## config.mk

```make
export PLATFORM = sky130hd
export DESIGN_NAME = fetch_sequencer
export DESIGN_NICKNAME = d
export VERILOG_FILES = /design/src/rtl/fetch_sequencer.sv
export SDC_FILE = /design/constraint.sdc
export NUM_CORES = 1
export LEC_CHECK = 0
export BUFFER_PORTS_ARGS = -buffer_cell sky130_fd_sc_hd__buf_4
export CAP_MARGIN = 15
export CORE_ASPECT_RATIO = 0.5
export CORE_MARGIN = 1.5
export CORE_UTILIZATION = 44
export CTS_CLUSTER_DIAMETER = 200
export DETAILED_ROUTE_END_ITERATION = 8
export PLACE_DENSITY = 0.94
export SLEW_MARGIN = 40
export SYNTH_ARGS = -nofsm -noshare
export SYNTH_HDL_FRONTEND = slang
export SYNTH_SLANG_ARGS = --single-unit
```

## constraint.sdc

```tcl
create_clock -name clk -period 4.35 [get_ports clk]
set_input_delay 0.6525 -clock clk [delete_from_list [all_inputs] [get_ports clk]]
set_output_delay 0.6525 -clock clk [all_outputs]
set_load 0.02 [all_outputs]
```

## src/rtl/fetch_sequencer.sv

```systemverilog
// ============================================================================
// Module      : fetch_sequencer
// Description : Instruction-fetch controller: owns the PC, reads a
//               combinational instruction memory and hands words to decode.
// Revision    : 1.0 - initial release
// ============================================================================
`default_nettype none

module fetch_sequencer #(
    parameter int          ADDR_BITS = 5,
    parameter logic [31:0] RESET_PC  = 32'h0000_0000,
    parameter int          PC_STEP   = 4
) (
    input  logic        clk,
    input  logic        reset,
    output logic [31:0] imemAddress,
    input  logic [31:0] imemInstruction,
    output logic [31:0] instrOut,
    output logic [31:0] instrPC,
    output logic        instrValid,
    input  logic        instrReady,
    input  logic        branchTaken,
    input  logic [31:0] branchTarget,
    input  logic        haltReq,
    output logic        halted,
    output logic        misalignErr
);

    typedef enum logic [1:0] {
        BOOT  = 2'd0,
        RUN   = 2'd1,
        DRAIN = 2'd2,
        HALT  = 2'd3
    } state_t;

    localparam logic [ADDR_BITS-1:0] c_RESET_PC = {RESET_PC[ADDR_BITS-1:2], 2'b00};
    localparam logic [ADDR_BITS-1:0] c_STEP     = ADDR_BITS'(PC_STEP);

    state_t               r_state;
    logic [ADDR_BITS-1:0] r_pc;
    logic [ADDR_BITS-1:0] r_instr_pc;
    logic [31:0]          r_instr;
    logic                 r_valid;
    logic                 r_halted;
    logic                 r_misalign;

    logic [ADDR_BITS-1:0] w_pc_next;
    logic [ADDR_BITS-1:0] w_redirect;
    logic                 w_load;
    logic                 w_accept;
    logic                 w_misalign;
    logic                 w_unused;

    assign w_pc_next  = r_pc + c_STEP;
    assign w_redirect = {branchTarget[ADDR_BITS-1:2], 2'b00};
    assign w_load     = ~r_valid | instrReady;
    assign w_accept   = r_valid & instrReady;
    // Upper target bits are silently dropped; only the low two flag an error.
    assign w_misalign = branchTaken & (|branchTarget[1:0]);
    assign w_unused   = &{1'b0, branchTarget[31:ADDR_BITS]};

    always_ff @(posedge clk) begin
        if (reset) begin
            r_state    <= BOOT;
            r_pc       <= c_RESET_PC;
            r_instr_pc <= '0;
            r_instr    <= '0;
            r_valid    <= 1'b0;
            r_halted   <= 1'b0;
            r_misalign <= 1'b0;
        end else begin
            case (r_state)
                BOOT: begin
                    r_state <= haltReq ? DRAIN : RUN;
                end
                RUN: begin
                    if (branchTaken) begin
                        r_pc    <= w_redirect;
                        r_valid <= 1'b0;
                    end else if (w_load) begin
                        r_instr    <= imemInstruction;
                        r_instr_pc <= r_pc;
                        r_valid    <= 1'b1;
                        r_pc       <= w_pc_next;
                    end
                    if (haltReq) begin
                        r_state <= DRAIN;
                    end
                    if (w_misalign) begin
                        r_misalign <= 1'b1;
                    end
                end
                DRAIN: begin
                    if (branchTaken) begin
                        r_pc    <= w_redirect;
                        r_valid <= 1'b0;
                    end else if (w_accept) begin
                        r_valid <= 1'b0;
                    end
                    // Halt only once the output register was already empty.
                    if (!r_valid) begin
                        r_state  <= HALT;
                        r_halted <= 1'b1;
                    end
                    if (w_misalign) begin
                        r_misalign <= 1'b1;
                    end
                end
                HALT: begin
                    r_valid <= 1'b0;
                end
                default: begin
                    r_state <= BOOT;
                end
            endcase
        end
    end

    assign imemAddress = {{(32-ADDR_BITS){1'b0}}, r_pc};
    assign instrOut    = r_instr;
    assign instrPC     = {{(32-ADDR_BITS){1'b0}}, r_instr_pc};
    assign instrValid  = r_valid;
    assign halted      = r_halted;
    assign misalignErr = r_misalign;

endmodule

`default_nettype wire
```

After elaboration in Yosys (flattened, before gate mapping)
Cells that the tools add are included.
{ "word_totals": {"inputBits": 69, "wordCells": 46, "register_bits": 47} }
{ "classes": {"add_sub_neg": 1, "reduce_logical": 12, "n_eq_ne": 8, "bitwise_logic": 5, "muxes": 13} }
{ "op_table": {"columns": ["cell", "count"], "rows": [
  ["5-bit two-way mux", 3],
  ["3-bit AND reduction", 4],
  ["5-bit one-hot mux with 2 select lines", 1],
  ["2-bit two-way mux", 3],
  ["2-bit inequality test (second input constant)", 3],
  ["3-bit inequality test (second input constant)", 2],
  ["2-bit one-hot mux with 3 select lines", 1],
  ["3-bit nonzero test", 2],
  ["5-bit by 3-bit adder with 5-bit output (second input constant)", 1],
  ["2-bit == test (second input constant)", 2],
  ["1-bit two-way mux", 4],
  ["2-bit AND reduction", 2],
  ["2-bit OR reduction", 2],
  ["1-bit one-hot mux with 3 select lines", 1],
  ["1-bit AND", 2],
  ["2-bit by 1-bit == test with 1-bit output (second input constant)", 1],
  ["2-bit logical NOT", 1],
  ["1-bit inverter", 2],
  ["2-bit nonzero test", 1],
  ["1-bit OR", 1]
]} }

Depth between registers and ports, before layout
Gate-level depths: netlist (run 1).
{ "depth": {"ltp_word": 5, "ltp_mapped": 7} }

Worst setup path after synthesis (run 1)
Ideal clock, no wire load.
{ "synth_timing": {"path_type": "reg2reg", "from": "register r_state[0]", "to": "register r_valid, in the netlist instrValid", "n_path_buf": 1, "path_stages_with_launch": 7, "setup_slack_ps": 2785, "synth_period_minus_slack_ps": 1565, "setup_time_ps": 92, "arrival_time_ps": 1472, "cell_sequence": "dfxtp_1 > inv_1 > ha_1 > buf_2 > nor2b_1 > a221o_1 > o32ai_1"} }
{ "synth_via": {"elab_chain_len": 3} }
{ "synth_rtl": {"columns": ["item", "line_no", "text"], "rows": [
  ["from (decl)", "39", "state_t r_state;"],
  ["from (signal assigned)", "74", "r_state <= haltReq ? DRAIN : RUN;"],
  ["2-bit == test or 2-bit by 1-bit == test with 1-bit output (tied branches)", "72", "case (r_state)"],
  ["3-bit inequality test (no line) or 3-bit nonzero test (tied branches)", null, null],
  ["3-bit AND reduction (no line)", null, null],
  ["to (signal assigned)", "68", "r_valid <= 1'b0;"],
  ["to (signal assigned)", "79", "r_valid <= 1'b0;"],
  ["to (signal assigned)", "83", "r_valid <= 1'b1;"],
  ["to (decl)", "43", "logic r_valid;"]
]} }
Several ways; a longest one is shown, not always the timed one.
A chain may end at the register's enable or synchronous reset.

Final worst setup path (run 1)
Same ends and word-level chain as after synthesis.

==> out/metrics.cfg, run 1 <==
[timing]
finalSetupViolations=0
fmax_mhz=532
fin_setup_tns_ps=0
rsz0062_at_grt=no
fin_crit_sh_pct=43.2
slew_headroom_pct=57.4
skew_ps=3.41
hold_viol=0
maxSlewViolCount=0
tightest_slew_ps=638
min_period_ps=1880

[yosys]
synth_warnings=0
yosysSeqAreaShare_pct=36.8
synth_edf_count=0
synth_area_leader_cell=dfxtp_1
syn_avg_cell_area_sq_um=8.17
synth_cell_types=35
syn_area_sq_um=2340
synth_top_area_share_pct=36.8
synth_most_common_cell=buf_4
ys_seq_elements=43
synth_cells=286
async_flop_share_pct=0
synth_ff_type=dfxtp_1
synth_area_leaders=dfxtp_1 (37%), buf_4 (19%), a21oi_1 (8.6%)
synth_common_cells=buf_4 (59), dfxtp_1 (43), a21oi_1 (40), nand3_1 (36), o21ai_0 (34)

[floorplan]
die_w_microns=106
core_sq_um=5020
die_area_sq_um=5780
io_pins=168
floorplan.initialDensity_pct=46.5
row_count=18
die_y_microns=54.5

[route]
via_count=2048
ant_nets=0
dr.pass1.iters=4
dr.first_iter.drc_count=158
vias_per_cell=4.83
wirelength_mm=5.31
drc=0
wl_per_cell_microns=12.5

[flow_run]
maxCapViolCount=0

[global_routing]
overflow=0
antenna_found_initial=0
grt_pass1_vias=1745
grt_max_degree=45
grt_pass1_wl_mm=8.26
grtUsageTotal_pct=18.4

[hold_path]
worstHoldPathType=flop to flop

[clocking]
cts_resized=0
clk_pin_slew_worst_paths_ps=80
hold_buffers=0
clock_latency_ps=290
tritoncts=yes
root_buffer=clkbuf_8
cts_sinks=43
cts_max_level=2
post_cts_buffers=0
cts_made_buffers=5
clk_path_buf_depth=2

[placed_design]
port_buffers=82
place_congestion=0.779
dp_hpwl_mm=3.48

[worst_setup_path]
crit_chain=inv_1, ha_1, or2_2, a221o_1, o32ai_1
path_class=flop to flop
cp.required_ps=4550
critPathCaptureType=flop
arrival_ps=2080
cp_max_fo=12
slowest_delay_ps=450
slowest_stage=dfxtp_1
worstSetupStartpointType=flop

[power_and_ir_drop]
p_leak_nw=1.26
vdd_drop_max_v=0.000227
pwr_density_cell_nw_per_um2=453

[final_layout]
fillers=441
num_antenna_cells=0
layout-drive-gt1-share_pct=28.0
area_delta_synth_final_pct=21.8
nets=431
final_util_pct=56.7

[run_status]
outcome=complete, no violations

-- metal layers --
metal	part of all wire, %	GRT usage, %
met3	5.0	4.05
met5	0	0
met4	1.3	7.88
met2	53	32.4
met1	41	22.5
-- final timing paths --
path | to | depth (start not counted) | slack (ps) | start
max | instrValid | 5 | 2470 | r_state[0]
max reg2reg | instrValid | 5 | 2470 | r_state[0]
min reg2reg | misalignErr | 2 | 450 | misalignErr
min | misalignErr | 2 | 450 | misalignErr
-- layout by cell type (no fill, tap or decap), types with 4 or more instances in the layout --
cell	Yosys	final
clkbuf_8	0	5
nand3_1	36	36
o21ai_0	34	34
ha_1	8	8
conb_1	1	58
buf_4	59	83
a21oi_1	40	40
dfxtp_1	43	43
nand2_1	4	4
inv_1	7	7
o21ai_1	4	4
-- cell type report --
type	count	area [sq um]	share of cell area (%)
repair buffers	83	623	21.9
clock inverters	1	30.0	1.05
multi-input cells	214	1150	40.3
flip-flops and latches	43	861	30.2
clock buffers	6	72.6	2.55
well taps	70	87.6	3.08
inverters	7	26.3	0.923
-- power breakdown --
| part | internal, mW | switching, mW |
|---|---|---|
| sequential | 0.451 | 0.0482 |
| combinational | 0.191 | 0.301 |
| clock | 0.168 | 0.131 |
-- cells by family (layout without fill, tap and decap cells) --
family / Yosys count / count (layout) / synth area share [%]
other: 1 / 58 / 0.160
flip-flops: 43 / 43 / 36.8
AO/OA/AOI/OAI: 91 / 91 / 21.7
AND/OR/NAND/NOR: 56 / 56 / 13.1
adder cells (fa/ha/maj): 8 / 8 / 4.28
buffers and inverters: 86 / 97 / 23.4
multiplexers: 1 / 1 / 0.482
-- per-stage QoR --
step                power [mW]  setup slack [ps]  std cells  cell area [sq um]  hold WS, ps
floorplan                0.879              2790        343               2550          522
global placement         0.983              2270        417               2740          436
detailed placement       0.993              2520        417               2750          445
CTS                       1.29              2470        424               2850          456
global route              1.37              2330        424               2850          499
finish                    1.29              2470        424               2850          451
-- worst max-delay path, delay by kind of cell, from the launching register on --
family	cells	cell delay, ps
AO/OA/AOI/OAI	2	530
flip-flops	1	450
adder cells (fa/ha/maj)	1	340
AND/OR/NAND/NOR	1	340
buffers and inverters	1	120
-- registers in the layout (all words and copies together) (netlist names) --
signal and cells:
instrValid 1, misalignErr 1, instrOut 32, r_pc 3, halted 1, r_instr_pc 3, r_state 2
(Power assumes the default switching activity.)
==> run 2, diff against run 1 <==
CORE_UTILIZATION = 41   (was 44)
PLACE_DENSITY = 0.89   (was 0.94)
clock period = 1.75 ns   (was 4.35 ns; I/O delays follow)
==> out/metrics.cfg, run 2 (synthesis results as in run 1) <==
[power_and_ir_drop]
pwr_density_cell_nw_per_um2=1170  ; +160%
switchingPower_mw=1.26  ; +160%
power_frac_clock_pct=26.0  ; +2.8 points
p_int_mw=2.18  ; +170%
switching_share_pct=36.7  ; -0.47 points
seqPwrFrac_pct=35.6  ; -3.1 points
power_frac_comb_pct=38.3  ; +0.2 points
vdd_drop_max_v=0.000558  ; +150%
p_leak_nw=1.32  ; +4.6%

[global_routing]
overflow=0  ; unchanged
busiest_layer=met2
grt_use_met3_pct=3.60  ; -0.45 points
grt_use_met1_pct=21.7  ; -0.88 points
grtUsageTotal_pct=17.6  ; -0.74 points
antenna_found_initial=0  ; unchanged
grt_pass1_wl_mm=8.58  ; +3.8%
grtUsageMet2_pct=30.3  ; -2.1 points
grt_max_degree=45  ; unchanged
grt_pass1_vias=1850  ; +6.0%

[clocking]
cts_sinks=43  ; unchanged
clock_latency_ps=280  ; about the same
cts_made_buffers=5  ; unchanged
post_cts_buffers=0  ; unchanged
clk_pin_slew_worst_paths_ps=60  ; -20 ps
root_buffer=clkbuf_16
cts_resized=0  ; unchanged
clk_path_buf_depth=2  ; unchanged
hold_buffers=0  ; unchanged
cts_max_level=2  ; unchanged
tritoncts=yes

[worst_setup_path]
regToRegSetupSlack_ps=130  ; -2340 ps
r2r_cells=5  ; unchanged
worstSetupStartpointType=flop
critPathCaptureType=flop
slowest_stage=dfxtp_1
arrival_ps=1800  ; -280 ps
cp_max_fo=6  ; -6
cp.required_ps=1930  ; -2620 ps
slowest_delay_ps=440  ; about the same
r2r-end=r_pc[4]
crit_chain=inv_1, ha_1, mux2_2, and2_4, a32o_1
regToRegStartpoint=r_state[1]
path_class=flop to flop

[timing]
hold_viol=0  ; unchanged
holdWs_ps=237  ; -214 ps
rsz0062_at_grt=no
finalSetupViolations=0  ; unchanged
fin_setup_tns_ps=0  ; unchanged
fmax_mhz=616  ; +16%
min_period_ps=1620  ; -257 ps
fin_crit_sh_pct=92.7  ; +50 points
skew_ps=7.58  ; +4.17 ps
maxSlewViolCount=0  ; unchanged

[hold_path]
worstHoldPathType=input pin to flop
hold_depth=3  ; +1
hold_path_end=instrOut[20]
hp-start=imemInstruction[20]

[final_layout]
largest_register_ffs=32  ; unchanged
final_common_cell=buf_4
area_delta_synth_final_pct=26.3
final_cell_mix=buf_4 (89), conb_1 (58), dfxtp_1 (43), a21oi_1 (40), nand3_1 (36)
num_antenna_cells=0  ; unchanged
final_area_sq_um=2950  ; +3.7%
fillers=510  ; +16%
layout-drive-gt1-share_pct=29.0  ; +1.0 points
nets=438  ; +1.6%

[floorplan]
die_y_microns=56.4  ; +3.4%
io_pins=168  ; unchanged
die_area_sq_um=6190  ; +7.0%
floorplan.initialDensity_pct=42.6  ; -4.0 points
die_w_microns=110  ; +3.5%
row_count=19  ; +1
core_sq_um=5490  ; +9.3%

[route]
dr.first_iter.drc_count=123  ; -22%
drc=0  ; unchanged
dr.pass1.iters=4  ; unchanged
wl_per_cell_microns=12.6  ; +0.20%
wirelength_mm=5.46  ; +2.8%
ant_nets=0  ; unchanged
vias_per_cell=4.82  ; -0.15%
via_count=2098  ; +2.4%

[placed_design]
place_area_sq_um=2810  ; +2.4%
dp_hpwl_mm=3.72  ; +7.0%
port_buffers=82  ; unchanged
place_congestion=0.775  ; -0.40%

[flow_run]
maxCapViolCount=0  ; unchanged

[run_status]
outcome=complete, no violations

run 2: power groups by stage:
stage	sequential [mW]	clock (mW)	combinational, mW
finish	1.23	0.895	1.32
global route	1.24	0.952	1.44
detailed placement	1.24	0	1.31
floorplan	1.39	0	0.795
CTS	1.22	0.905	1.32
global placement	1.24	0	1.28
run 2: worst max-delay path, delay by kind of cell (launching register included):
family	cells	cell delay [ps]
DFF	1	440
muxes	1	310
adders and majority gates	1	230
AOI/OAI and AO/OA	1	230
and+or+nand+nor	1	180
buffers and inverters	1	120
run 2: metal layers:
metal  part of all wire [%]  vias up
met2                     51       90
met3                    5.8       11
met5                      0        -
met4                    1.8        0
li1                       -     1019
met1                     41      978
run 2: cell type report:
| class | instances | area (sq um) | share of cell area, % |
|---|---|---|---|
| timing repair buffer | 90 | 688 | 23.3 |
| inverter | 7 | 26.3 | 0.890 |
| sequential | 43 | 861 | 29.2 |
| multi-input combinational | 214 | 1140 | 38.8 |
| tap | 73 | 91.3 | 3.09 |
| clock inverter | 2 | 12.5 | 0.424 |
| clock buffer | 6 | 129 | 4.36 |
run 2: worst max-delay path by stage:
stage	startpoint	end	cells after the start
after floorplan	r_state[0]	instrValid	6
after global placement	r_state[1]	r_pc[4]	4
after detailed placement	r_state[1]	r_pc[4]	4
after CTS	r_state[1]	r_pc[4]	5
after global routing	r_state[1]	instrOut[14]	6
final	r_state[1]	r_pc[4]	5
run 2: per-stage QoR:
step	instances	power, mW	setup slack, ps	util (%)
after floorplan	343	2.18	185	-
after global placement	427	2.52	166	51.2
after detailed placement	427	2.55	144	51.2
after CTS	435	3.45	131	53.8
after global routing	435	3.63	35.5	53.8
final	435	3.44	127	53.8
==> run 3, diff against run 2 <==
ABC_AREA = 1   (was not set)
PLACE_DENSITY = 0.88   (was 0.89)
==> out/metrics.cfg, run 3 <==
[run_status]
outcome=complete, no violations

[yosys]
synth_compound_area_share_pct=10.9  ; -11 points
synthSimpleGateAreaFrac_pct=23.4  ; +10 points
async_flop_share_pct=0  ; unchanged
synth_common_cells=buf_4 (58), nand2_1 (52), dfxtp_1 (43), nand3_1 (37), a21oi_1 (28)
synth_cells=303  ; +5.9%
synth_warnings=0  ; unchanged
synth_area_leaders=dfxtp_1 (36%), buf_4 (18%), nand2_1 (8.1%)
synth_area_leader_cell=dfxtp_1
ys_seq_elements=43  ; unchanged
yosysSeqAreaShare_pct=35.8  ; -1.0 points
synth_ff_type=dfxtp_1
synth_mux_area_share_pct=0  ; -0.48 points
syn_area_sq_um=2400  ; +2.9%
synth_edf_count=0  ; unchanged
synth_top_family_by_area=buffers and inverters
yosys.area_share.adder_pct=4.16  ; -0.12 points
syn_avg_cell_area_sq_um=7.94  ; -2.9%
synth_most_common_cell=buf_4
synth-xor-area-share_pct=0  ; unchanged
synth_cell_types=23  ; -34%
synth_top_area_share_pct=35.8  ; -1.0 points

[power_and_ir_drop]
vdd_drop_max_v=0.000673  ; +21%
p_leak_nw=1.38  ; +4.7%
pwr_density_cell_nw_per_um2=1270  ; +8.9%
power_mw=3.74  ; +8.8%

[global_routing]
grtUsageTotal_pct=15.7  ; -1.9 points
grt_max_degree=36  ; -20%
grt_pass1_wl_mm=8.14  ; -5.1%
overflow=0  ; unchanged
grt_pass1_vias=1822  ; -1.5%
antenna_found_initial=0  ; unchanged

[worst_setup_path]
worstSetupStartpointType=flop
critPathCaptureType=flop
slowest_stage=dfxtp_1
path_class=flop to flop
crit_chain=inv_1, ha_1, inv_1, nor2_8, nand2_8, nand2_1, a21oi_1
arrival_ps=1700  ; -100 ps
cp_max_fo=35  ; +29
cpMostUsedCell=inv_1
slowest_delay_ps=440  ; about the same
cp.required_ps=1950  ; +20 ps

[route]
via_count=2045  ; -2.5%
dr.pass1.iters=5  ; +1
dr.first_iter.drc_count=103  ; -16%
wirelength_mm=5.23  ; -4.2%
ant_nets=0  ; unchanged
wl_per_cell_microns=11.5  ; -8.5%
drc=0  ; unchanged
vias_per_cell=4.49  ; -6.8%

[floorplan]
die_w_microns=111  ; +1.4%
io_pins=168  ; unchanged
core_sq_um=5560  ; +1.3%
floorplan.initialDensity_pct=43.2  ; +0.67 points
die_area_sq_um=6360  ; +2.8%
die_y_microns=57.2  ; +1.4%
row_count=19  ; unchanged

[final_layout]
register_area_sq_um=861  ; unchanged
final_area_sq_um=2950  ; about the same
layout-drive-gt1-share_pct=31.4  ; +2.4 points
fillers=511  ; +0.20%
stdcell_count=455  ; +4.6%
multi_input_area_sq_um=1140  ; -0.11%
num_antenna_cells=0  ; unchanged
area_delta_synth_final_pct=22.7
nets=458  ; +4.6%
largest_register_ffs=32  ; unchanged
final_cell_mix=buf_4 (84), conb_1 (58), nand2_1 (52), dfxtp_1 (43), nand3_1 (37)
final_common_cell=buf_4

[clocking]
clk_pin_slew_worst_paths_ps=60  ; about the same
clk_path_buf_depth=2  ; unchanged
cts_resized=0  ; unchanged
clock_latency_ps=280  ; about the same
tritoncts=yes
hold_buffers=0  ; unchanged
cts_max_level=2  ; unchanged
cts_sinks=43  ; unchanged
cts_made_buffers=5  ; unchanged
post_cts_buffers=0  ; unchanged
root_buffer=clkbuf_16

[timing]
fin_crit_sh_pct=85.7  ; -7.0 points
skew_ps=3.49  ; -4.09 ps
fin_setup_tns_ps=0  ; unchanged
hold_viol=0  ; unchanged
fmax_mhz=667  ; +8.2%
setup_slack_ps=250  ; +123 ps
maxSlewViolCount=0  ; unchanged
rsz0062_at_grt=no
finalSetupViolations=0  ; unchanged
min_period_ps=1500  ; -123 ps

[placed_design]
dp_hpwl_mm=3.53  ; -5.1%
port_buffers=82  ; unchanged
dp.cells=447  ; +4.7%
place_area_sq_um=2810  ; about the same
place_congestion=0.771  ; -0.53%
dpl_worst_slack_ps=315  ; +172 ps

[hold_path]
worstHoldPathType=input pin to flop

[flow_run]
maxCapViolCount=0  ; unchanged

==> run 3: worst paths after layout <==
path	start	end	slack (ps)	cells past startpoint
max	r_state[1]	instrOut[19]	250	7
min	imemInstruction[20]	instrOut[20]	260	3
max reg2reg	r_state[1]	instrOut[19]	250	7
min reg2reg	misalignErr	misalignErr	450	2
==> run 3: metrics by stage <==
step / hold slack [ps] / util [%]
2_1_floorplan: 428 / -
6_report: 263 / 53.1
3_5_place_dp: 444 / 50.5
3_3_place_gp: 440 / 50.5
5_1_grt: 269 / 53.1
4_1_cts: 257 / 53.1
==> run 3: where the power goes <==
part | switching, mW | internal, mW | leakage, nW
logic | 0.995 | 0.570 | 0.964
registers | 0.146 | 1.15 | 0.349
clock network | 0.361 | 0.526 | 0.0669
==> run 3: cells by family (layout without fill, tap and decap cells) <==
kind of cell	after synthesis	count (layout)
AO/OA/AOI/OAI	43	43
adder cells (fa/ha/maj)	8	8
buffers and inverters	88	110
flip-flops	43	43
other	1	58
AND/OR/NAND/NOR	120	120
==> run 3: final cells by class <==
cell class | count | share of cell area (%)
sequential | 43 | 29.2
clock buffer | 6 | 4.37
timing repair buffer | 85 | 22.0
multi-input combinational | 229 | 38.7
clock inverter | 2 | 0.424
tap | 73 | 3.09
inverter | 17 | 2.16
==> run 3: routing by layer <==
| metal | vias to the layer above | part of all wire, % | track usage, % |
|---|---|---|---|
| li1 | 1008 | - | - |
| met1 | 928 | 40 | 17.8 |
| met2 | 92 | 52 | 29.3 |
| met3 | 17 | 4.8 | 2.76 |
| met4 | 0 | 2.8 | 8.14 |
| met5 | - | 0 | 0 |
==> run 3: critical path: cells and delay by family, from the launching register on <==
family                   cells  cell delay [ps]
AND/OR/NAND/NOR              3              380
AO/OA/AOI/OAI                1              150
adder cells (fa/ha/maj)      1              190
flip-flops                   1              440
buffers and inverters        2              250
